--- config.mk ---
export PLATFORM = sky130hd
export DESIGN_NAME = nb_force_router
export DESIGN_NICKNAME = d
export VERILOG_FILES = /design/src/rtl/nb_force_router.sv
export SDC_FILE = /design/constraint.sdc
export NUM_CORES = 2
export LEC_CHECK = 0
export BUFFER_PORTS_ARGS = -buffer_cell sky130_fd_sc_hd__clkbuf_2
export CAP_MARGIN = 5
export CORE_MARGIN = 4
export CORE_UTILIZATION = 35
export DETAILED_ROUTE_END_ITERATION = 16
export GPL_ROUTABILITY_DRIVEN = 0
export PLACE_DENSITY = 0.58
export SLEW_MARGIN = 40
export SYNTH_ARGS = -nofsm -noshare
export SYNTH_HDL_FRONTEND = slang
export SYNTH_SLANG_ARGS = --single-unit
--- constraint.sdc ---
create_clock -name clk -period 14.3 [get_ports clk]
set_input_delay 0 -clock clk [delete_from_list [all_inputs] [get_ports clk]]
set_output_delay 0 -clock clk [all_outputs]
set_load 0.02 [all_outputs]
--- src/rtl/nb_force_router.sv ---
// Neighbour-force router: drops home-cell entries, buffers the rest in a show-ahead FIFO,
// raises early back-pressure, and reports when a phase has fully drained.
//
// Drain FSM states:
//   state        | meaning
//   ST_RUN       | normal streaming, no phase end pending
//   ST_WAIT      | flushing the evaluation pipeline, 32-cycle down-counter running
//   ST_EMPTY_CHK | waiting for FIFO empty with no write before reporting drained
module nb_force_router #(
   parameter int CELL_ID_WIDTH       = 3,
   parameter int PARTICLE_ADDR_WIDTH = 7,
   parameter int HOME_CELL_X         = 0,
   parameter int HOME_CELL_Y         = 0,
   parameter int HOME_CELL_Z         = 0,
   parameter int FIFO_DEPTH          = 32,
   parameter int ALMOST_FULL_MARGIN  = 8,
   localparam int ID_W               = 3*CELL_ID_WIDTH + PARTICLE_ADDR_WIDTH
) (
   input  logic             clk,
   input  logic             rst,
   input  logic [ID_W-1:0]  in_nb_id,
   input  logic [95:0]      in_nb_force,
   input  logic             in_nb_valid,
   input  logic             in_phase_end,
   output logic [ID_W-1:0]  out_id,
   output logic [95:0]      out_force,
   output logic             out_valid,
   input  logic             out_ready,
   output logic             out_almost_full,
   output logic             out_drained,
   output logic             out_overflow,
   output logic [15:0]      out_drop_count
);

   localparam int AW      = $clog2(FIFO_DEPTH);
   localparam int PW      = AW + 1;
   localparam int ENTRY_W = ID_W + 96;
   localparam logic [5:0] WAIT_LOAD = 6'd31;

   typedef enum logic [1:0] {
      ST_RUN       = 2'd0,
      ST_WAIT      = 2'd1,
      ST_EMPTY_CHK = 2'd2
   } drain_state_t;

   logic [ENTRY_W-1:0]        mem [FIFO_DEPTH];
   logic [PW-1:0]             wr_ptr, rd_ptr;
   logic [PW-1:0]             wr_ptr_nxt, rd_ptr_nxt, occ_nxt;
   logic [31:0]               free_nxt;
   logic [CELL_ID_WIDTH-1:0]  cell_x, cell_y, cell_z;
   logic                      is_home;
   logic                      fifo_empty, fifo_full;
   logic                      pop, wr_en, drop;
   logic                      almost_full_q, overflow_q, drained_q;
   logic [15:0]               drop_count_q;

   drain_state_t              state, state_nxt;
   logic [5:0]                wait_cnt, wait_cnt_nxt;
   logic                      drained_nxt;

   assign cell_x = in_nb_id[ID_W-1 -: CELL_ID_WIDTH];
   assign cell_y = in_nb_id[ID_W-1-CELL_ID_WIDTH -: CELL_ID_WIDTH];
   assign cell_z = in_nb_id[PARTICLE_ADDR_WIDTH +: CELL_ID_WIDTH];

   assign is_home = (cell_x == CELL_ID_WIDTH'(HOME_CELL_X)) &&
                    (cell_y == CELL_ID_WIDTH'(HOME_CELL_Y)) &&
                    (cell_z == CELL_ID_WIDTH'(HOME_CELL_Z));

   assign fifo_empty = (wr_ptr == rd_ptr);
   assign fifo_full  = (wr_ptr[AW] != rd_ptr[AW]) && (wr_ptr[AW-1:0] == rd_ptr[AW-1:0]);

   // A pop at full frees the slot this same cycle, so a concurrent write is still accepted.
   assign pop   = !fifo_empty && out_ready;
   assign wr_en = in_nb_valid && !is_home && (!fifo_full || pop);
   assign drop  = in_nb_valid && !is_home && fifo_full && !pop;

   assign wr_ptr_nxt = wr_ptr + PW'(wr_en);
   assign rd_ptr_nxt = rd_ptr + PW'(pop);
   assign occ_nxt    = wr_ptr_nxt - rd_ptr_nxt;
   assign free_nxt   = 32'(FIFO_DEPTH) - 32'(occ_nxt);

   always_ff @(posedge clk) begin
      if (wr_en) begin
         mem[wr_ptr[AW-1:0]] <= {in_nb_id, in_nb_force};
      end
   end

   always_ff @(posedge clk) begin
      if (rst) begin
         wr_ptr        <= '0;
         rd_ptr        <= '0;
         almost_full_q <= 1'b0;
         overflow_q    <= 1'b0;
         drop_count_q  <= '0;
      end else begin
         wr_ptr        <= wr_ptr_nxt;
         rd_ptr        <= rd_ptr_nxt;
         almost_full_q <= (free_nxt <= 32'(ALMOST_FULL_MARGIN));
         if (drop) begin
            overflow_q <= 1'b1;
            if (drop_count_q != 16'hFFFF) begin
               drop_count_q <= drop_count_q + 16'd1;
            end
         end
      end
   end

   always_ff @(posedge clk) begin
      if (rst) begin
         state     <= ST_RUN;
         wait_cnt  <= '0;
         drained_q <= 1'b0;
      end else begin
         state     <= state_nxt;
         wait_cnt  <= wait_cnt_nxt;
         drained_q <= drained_nxt;
      end
   end

   // A new phase end always wins, restarting the pipeline flush window.
   always_comb begin
      state_nxt    = state;
      wait_cnt_nxt = wait_cnt;
      drained_nxt  = 1'b0;
      case (state)
         ST_RUN: begin
            if (in_phase_end) begin
               state_nxt    = ST_WAIT;
               wait_cnt_nxt = WAIT_LOAD;
            end
         end
         ST_WAIT: begin
            if (in_phase_end) begin
               wait_cnt_nxt = WAIT_LOAD;
            end else if (wait_cnt == 6'd0) begin
               state_nxt = ST_EMPTY_CHK;
            end else begin
               wait_cnt_nxt = wait_cnt - 6'd1;
            end
         end
         ST_EMPTY_CHK: begin
            if (in_phase_end) begin
               state_nxt    = ST_WAIT;
               wait_cnt_nxt = WAIT_LOAD;
            end else if (fifo_empty && !wr_en) begin
               state_nxt   = ST_RUN;
               drained_nxt = 1'b1;
            end
         end
         default: begin
            state_nxt = ST_RUN;
         end
      endcase
   end

   assign out_valid          = !fifo_empty;
   assign {out_id, out_force} = mem[rd_ptr[AW-1:0]];
   assign out_almost_full    = almost_full_q;
   assign out_overflow       = overflow_q;
   assign out_drop_count     = drop_count_q;
   assign out_drained        = drained_q;

endmodule

=== Yosys cells after proc, flatten, opt, wreduce, memory -nomap -nowiden ===
Memory sizes are Yosys's and may differ from the RTL's. A register that Yosys moved wholly into a read port is not among the register bits.
Cells that the tools add are included.

* Memories kept: 1
* Register bits: 39
* Bits of input ports: 117
* RAM bits: 3,584

* Multiplexer cells: 14
* $add $sub $neg: 6
* Reduce and logical (&&, ||, !) cells: 26
* Bitwise operators: 1
* $lt $le $gt $ge: 1
* Eq/ne operators: 12

{| class="wikitable"
|+ Memory list
! name !! depth !! width !! rd ports !! clocked after memory_dff !! write ports !! RTL line !! source
|-
| mem || 32 || 112 || 1 || 1 || 1 || 46 || <nowiki>logic [ENTRY_W-1:0] mem [FIFO_DEPTH];</nowiki>
|}

{| class="wikitable"
|+ Operators by type and width
! cell !! number
|-
| 32-bit by 4-bit less-or-equal comparator with 1-bit output (second input constant) || 1
|-
| 6-bit two-way mux || 3
|-
| 16-bit by 1-bit adder with 16-bit output (second input constant) || 1
|-
| 16-bit inequality test (second input constant) || 1
|-
| 6-bit by 1-bit adder with 6-bit output || 2
|-
| 6-bit one-hot mux with 2 select lines || 1
|-
| 2-bit two-way mux || 5
|-
| 1-bit logical AND || 9
|-
| 3-bit zero test || 3
|-
| 6-bit by 6-bit subtractor with 7-bit output (first input constant) || 1
|-
| 6-bit equality test || 1
|-
| 6-bit zero test || 1
|-
| 2-bit inequality test (second input constant) || 3
|-
| 3-bit inequality test (second input constant) || 2
|-
| 2-bit one-hot mux with 3 select lines || 1
|-
| 6-bit by 1-bit subtractor with 6-bit output (second input constant) || 1
|-
| 6-bit subtractor || 1
|-
| 5-bit equality test || 1
|-
| 1-bit zero test || 5
|-
| 5-bit two-way mux || 1
|-
| 4-bit AND reduction || 1
|-
| 1-bit two-way mux || 3
|-
| 3-bit AND reduction || 1
|-
| 3-bit OR reduction || 1
|-
| other kinds (10) || 10
|}

=== Longest topological paths before layout ===
* Word-level depth: 11
* Gate-level depth with buffers: 14
* Gate-level depth less buffers: 13

=== Worst setup path after synthesis ===
No wires, ideal clock.

* Path kind: register to register
* Start point: register wr_ptr[1]
* End point: memory mem[12][0] in the netlist's numbering (enable)
* Stages on the path, launching flop included: 8
* Arrival: 6.469 ns
* Library setup time: 0.585 ns
* Required time: 13.715 ns
* Buffers on the path: 2
* Setup slack: 7.246 ns
* Cells stage by stage: dfxtp_1 > clkbuf_1 > xor2_1 > nor3_1 > a31oi_1 > or3b_2 > clkbuf_1 > nor2_1

* Word-level cells in the longest chain between the ends: 7
* Elaborated cells on any way between the ends: 10

{| class="wikitable"
|+ Ends and longest elaborated chain
! what !! RTL line !! source
|-
| start: declaration || 47 || <nowiki>logic [PW-1:0] wr_ptr, rd_ptr;</nowiki>
|-
| start signal: assignment || 96 || <nowiki>wr_ptr <= wr_ptr_nxt;</nowiki>
|-
| 6-bit equality test / 5-bit equality test (equally long branches) || 69, 70 ||
|-
| 1-bit zero test / 1-bit logical AND (equally long branches) || 73, 70 ||
|-
| 1-bit logical AND / 1-bit zero test (equally long branches) || 73, 74 ||
|-
| 1-bit logical OR || 74 || <nowiki>assign wr_en = in_nb_valid && !is_home && (!fifo_full || pop);</nowiki>
|-
| 1-bit logical AND || 74 ||
|-
| 1-bit two-way mux || 83 || <nowiki>if (wr_en) begin</nowiki>
|-
| 1-bit two-way mux (not written as such) || 84 || <nowiki>mem[wr_ptr[AW-1:0]] <= {in_nb_id, in_nb_force};</nowiki>
|-
| end: declaration || 46 ||
|}

Several ways; a longest one is shown, not always the timed one.

==> impl_metrics.ini <==
[worst_setup_path]
crit_path_end_kind = primary output
crit_path_start_kind = flip-flop
critical_path.max_fanout = 49
worst-endpoint-required_ns = 14.30
r2r_setup_slack_ns = 9.46
r2r-start = rd_ptr[3]$_SDFF_PP0_
critPathMaxStageDelay_ns = 0.64
worstRegToRegCells = 8
arrival_ns = 5.57
critPathBufInv = 7
cp_slowest_cell = buf_6
worstPathCellList = buf_12 -> buf_6 -> buf_6 -> buf_12 -> buf_16 -> buf_16 -> mux4_2 -> mux4_2 -> mux2_2 -> clkbuf_2
reg2reg_to = mem[6][69]$_DFFE_PP_
path_class = reg2out
crit_family = buffers and inverters

[cells_and_area]
stdcell_area_um2 = 160000
final_util = 0.408
area_delta_synth_final_pct = 16.3
fin_nets = 6155
drive_above_1_share = 0.355

[detailed_routing]
drc = 0
wire_per_inst_um = 31.0
wirelength_um = 358000
dr.pass1.iters = 5
vias = 62800
routed_via_density = 5.44
ant_nets = 0
dr.first_iter.drc_count = 6359

[synthesis]
synth-compound-area-share = 0.00219
synth_flop_cell = edfxtp_1
synth_top_area_frac = 0.782
synthMuxAreaShare = 0.193
synthAdderAreaFrac = 0.00124
avgSynthCellArea_um2 = 25.6
synthArstFlopShare = 0
ys_types = 47
yosys.area.top_type = edfxtp_1
ys_seq_area_frac = 0.788
synth_top_family_by_area = multiplexers
synth_edf_count = 3584
yosysWarnings = 0
mappedNetlistNets = 5508
synthCells = 5378
ys_ff_latch = 3623
synthTopCellsByArea = edfxtp_1 78%, mux4_2 18%, mux2_2 0.94%
synthSimpleGateAreaFrac = 0.00577
netlist_area_um2 = 138000
synth_commonest_cells = 3,584 x edfxtp_1, 1,120 x mux4_2, 140 x clkbuf_1
yosys.area_share.xor_xnor = 0.00125
yosysMostFrequentCell = edfxtp_1

[clock_tree]
cts_tree = yes
root_buffer = clkbuf_16
cts-buffers-inserted = 370
clkTransAtPathRegs_ns = 0.06
cts_setup_buffers = 0
clk_path_buf_depth = 4
htree_levels = 5
clk-insertion-delay-late_ns = 0.92
cts.sinks = 3623

[sta]
slew-limit-headroom = 0.398
finalCritPeriodShare = 0.389
finalHoldViolations = 0
tightest_slew_ns = 0.903
skew_ns = 0.0394
max_freq_ghz = 0.180
setup_tns_ns = 0
setup_viol = 0
final_max_slew_viol_count = 0
period_minus_slack_ns = 5.57
rsz0062_at_grt = no

[floorplan]
fp.dieH_um = 635
dieArea_um2 = 403000
initial_core_util = 0.351
fp.dieW_um = 635
coreArea_um2 = 392000
rows = 230
io_pins = 249

[grt]
grt_max_degree = 79
grt_pass1_wl_um = 507000
grt_pass1_vias = 64600
antenna_found_initial = 46
track_usage = 0.175
globalRouteOverflowTotal = 0

[power]
power_uw = 24000
powerDensity_nw_per_um2 = 150
peakVddDrop_mv = 0.0978
p_leak_uw = 0.0480

[run]
cap_violations = 0

[placed_design]
port-buffer-count = 248
hpwl_um = 185000
placed_area_um2 = 147000

[worst_hold_path]
hp-class = in2reg
holdCritStartpoint = rst
min_to = wr_ptr[1]$_SDFF_PP0_
hold_depth = 4

[run_status]
status = finished, final reports clean
-- sequential cells by signal, summed over array words and instances (netlist names) --
signal	cells
out_overflow	1
state	2
out_drained	1
rd_ptr	6
out_drop_count	16
wr_ptr	6
wait_cnt	6
mem	3584
out_almost_full	1
-- cells in the final DEF (no fill, tap or decap), types with 65 or more instances in the layout --
cell / n
clkinv_1: 81
mux4_2: 1120
clkbuf_1: 65
buf_4: 80
edfxtp_1: 3584
clkbuf_2: 248
mux2_2: 115
clkinv_2: 81
clkbuf_16: 376
dlygate4sd3_1: 117
-- where the power goes --
group	internal (µW)	switching, µW
logic	1330	1360
clock network	5500	4040
registers	11700	21.1
total	18600	5420
-- tightest hold or removal path, delay by kind of cell --
family	cells	cell delay (ns)
AND/OR/NAND/NOR	1	0.13
buffers and inverters	3	0.90
-- through the flow --
stage	std cells	hold WS (ns)	setup WS (ns)
global placement	10700	0.411	8.03
detailed placement	10800	0.434	8.96
finish	11600	0.175	8.73
global route	11600	0.156	8.28
floorplan	5378	0.0989	7.25
CTS	11500	0.0745	8.00
-- worst max path at each step --
stage	start	to	depth (start not counted)
final	rd_ptr[0]$_SDFF_PP0_	out_force[48]	10
after global routing	rd_ptr[0]$_SDFF_PP0_	out_force[61]	10
after CTS	rd_ptr[0]$_SDFF_PP0_	out_force[84]	9
after detailed placement	rd_ptr[2]$_SDFF_PP0_	mem[7][26]$_DFFE_PP_	7
after global placement	rd_ptr[0]$_SDFF_PP0_	out_id[6]	8
after floorplan	wr_ptr[1]$_SDFF_PP0_	mem[12][0]$_DFFE_PP_	7
-- per-layer routing --
| layer | part of all wire | routed length, µm | vias to the layer above | GRT usage |
|---|---|---|---|---|
| li1 | - | - | 24900 | - |
| met1 | 0.40 | 144000 | 35100 | 0.235 |
| met2 | 0.51 | 184000 | 2282 | 0.299 |
| met3 | 0.057 | 20500 | 540 | 0.0235 |
| met4 | 0.028 | 9970 | 22 | 0.0476 |
| met5 | 0.00041 | 147 | - | 0 |
-- logic make-up (layout without fill, tap and decap cells) --
kind of cell	Yosys count	after routing
adder cells (fa/ha/maj)	13	13
buffers and inverters	287	1238
multiplexers	1236	1236
AO/OA/AOI/OAI	46	46
XOR/XNOR	18	18
flip-flops	3623	3623
AND/OR/NAND/NOR	155	155
other	0	7
-- timing repair --
item                                    CTS  global route
gates resized for setup                   0             0
endpoints found under the hold margin  3617             0
hold buffers                            117             0
-- area by class of cell --
| cell class | instances | area, µm² |
|---|---|---|
| diodes | 7 | 17.5 |
| clock buffers | 441 | 9650 |
| clock inverters | 235 | 2300 |
| fillers | 33700 | 232000 |
| inverters | 8 | 30.0 |
| multi-input cells | 1468 | 28200 |
| flip-flops and latches | 3623 | 108000 |
| well taps | 5220 | 6530 |
| repair buffers | 554 | 4920 |
Power figures use the tool's default switching activity.
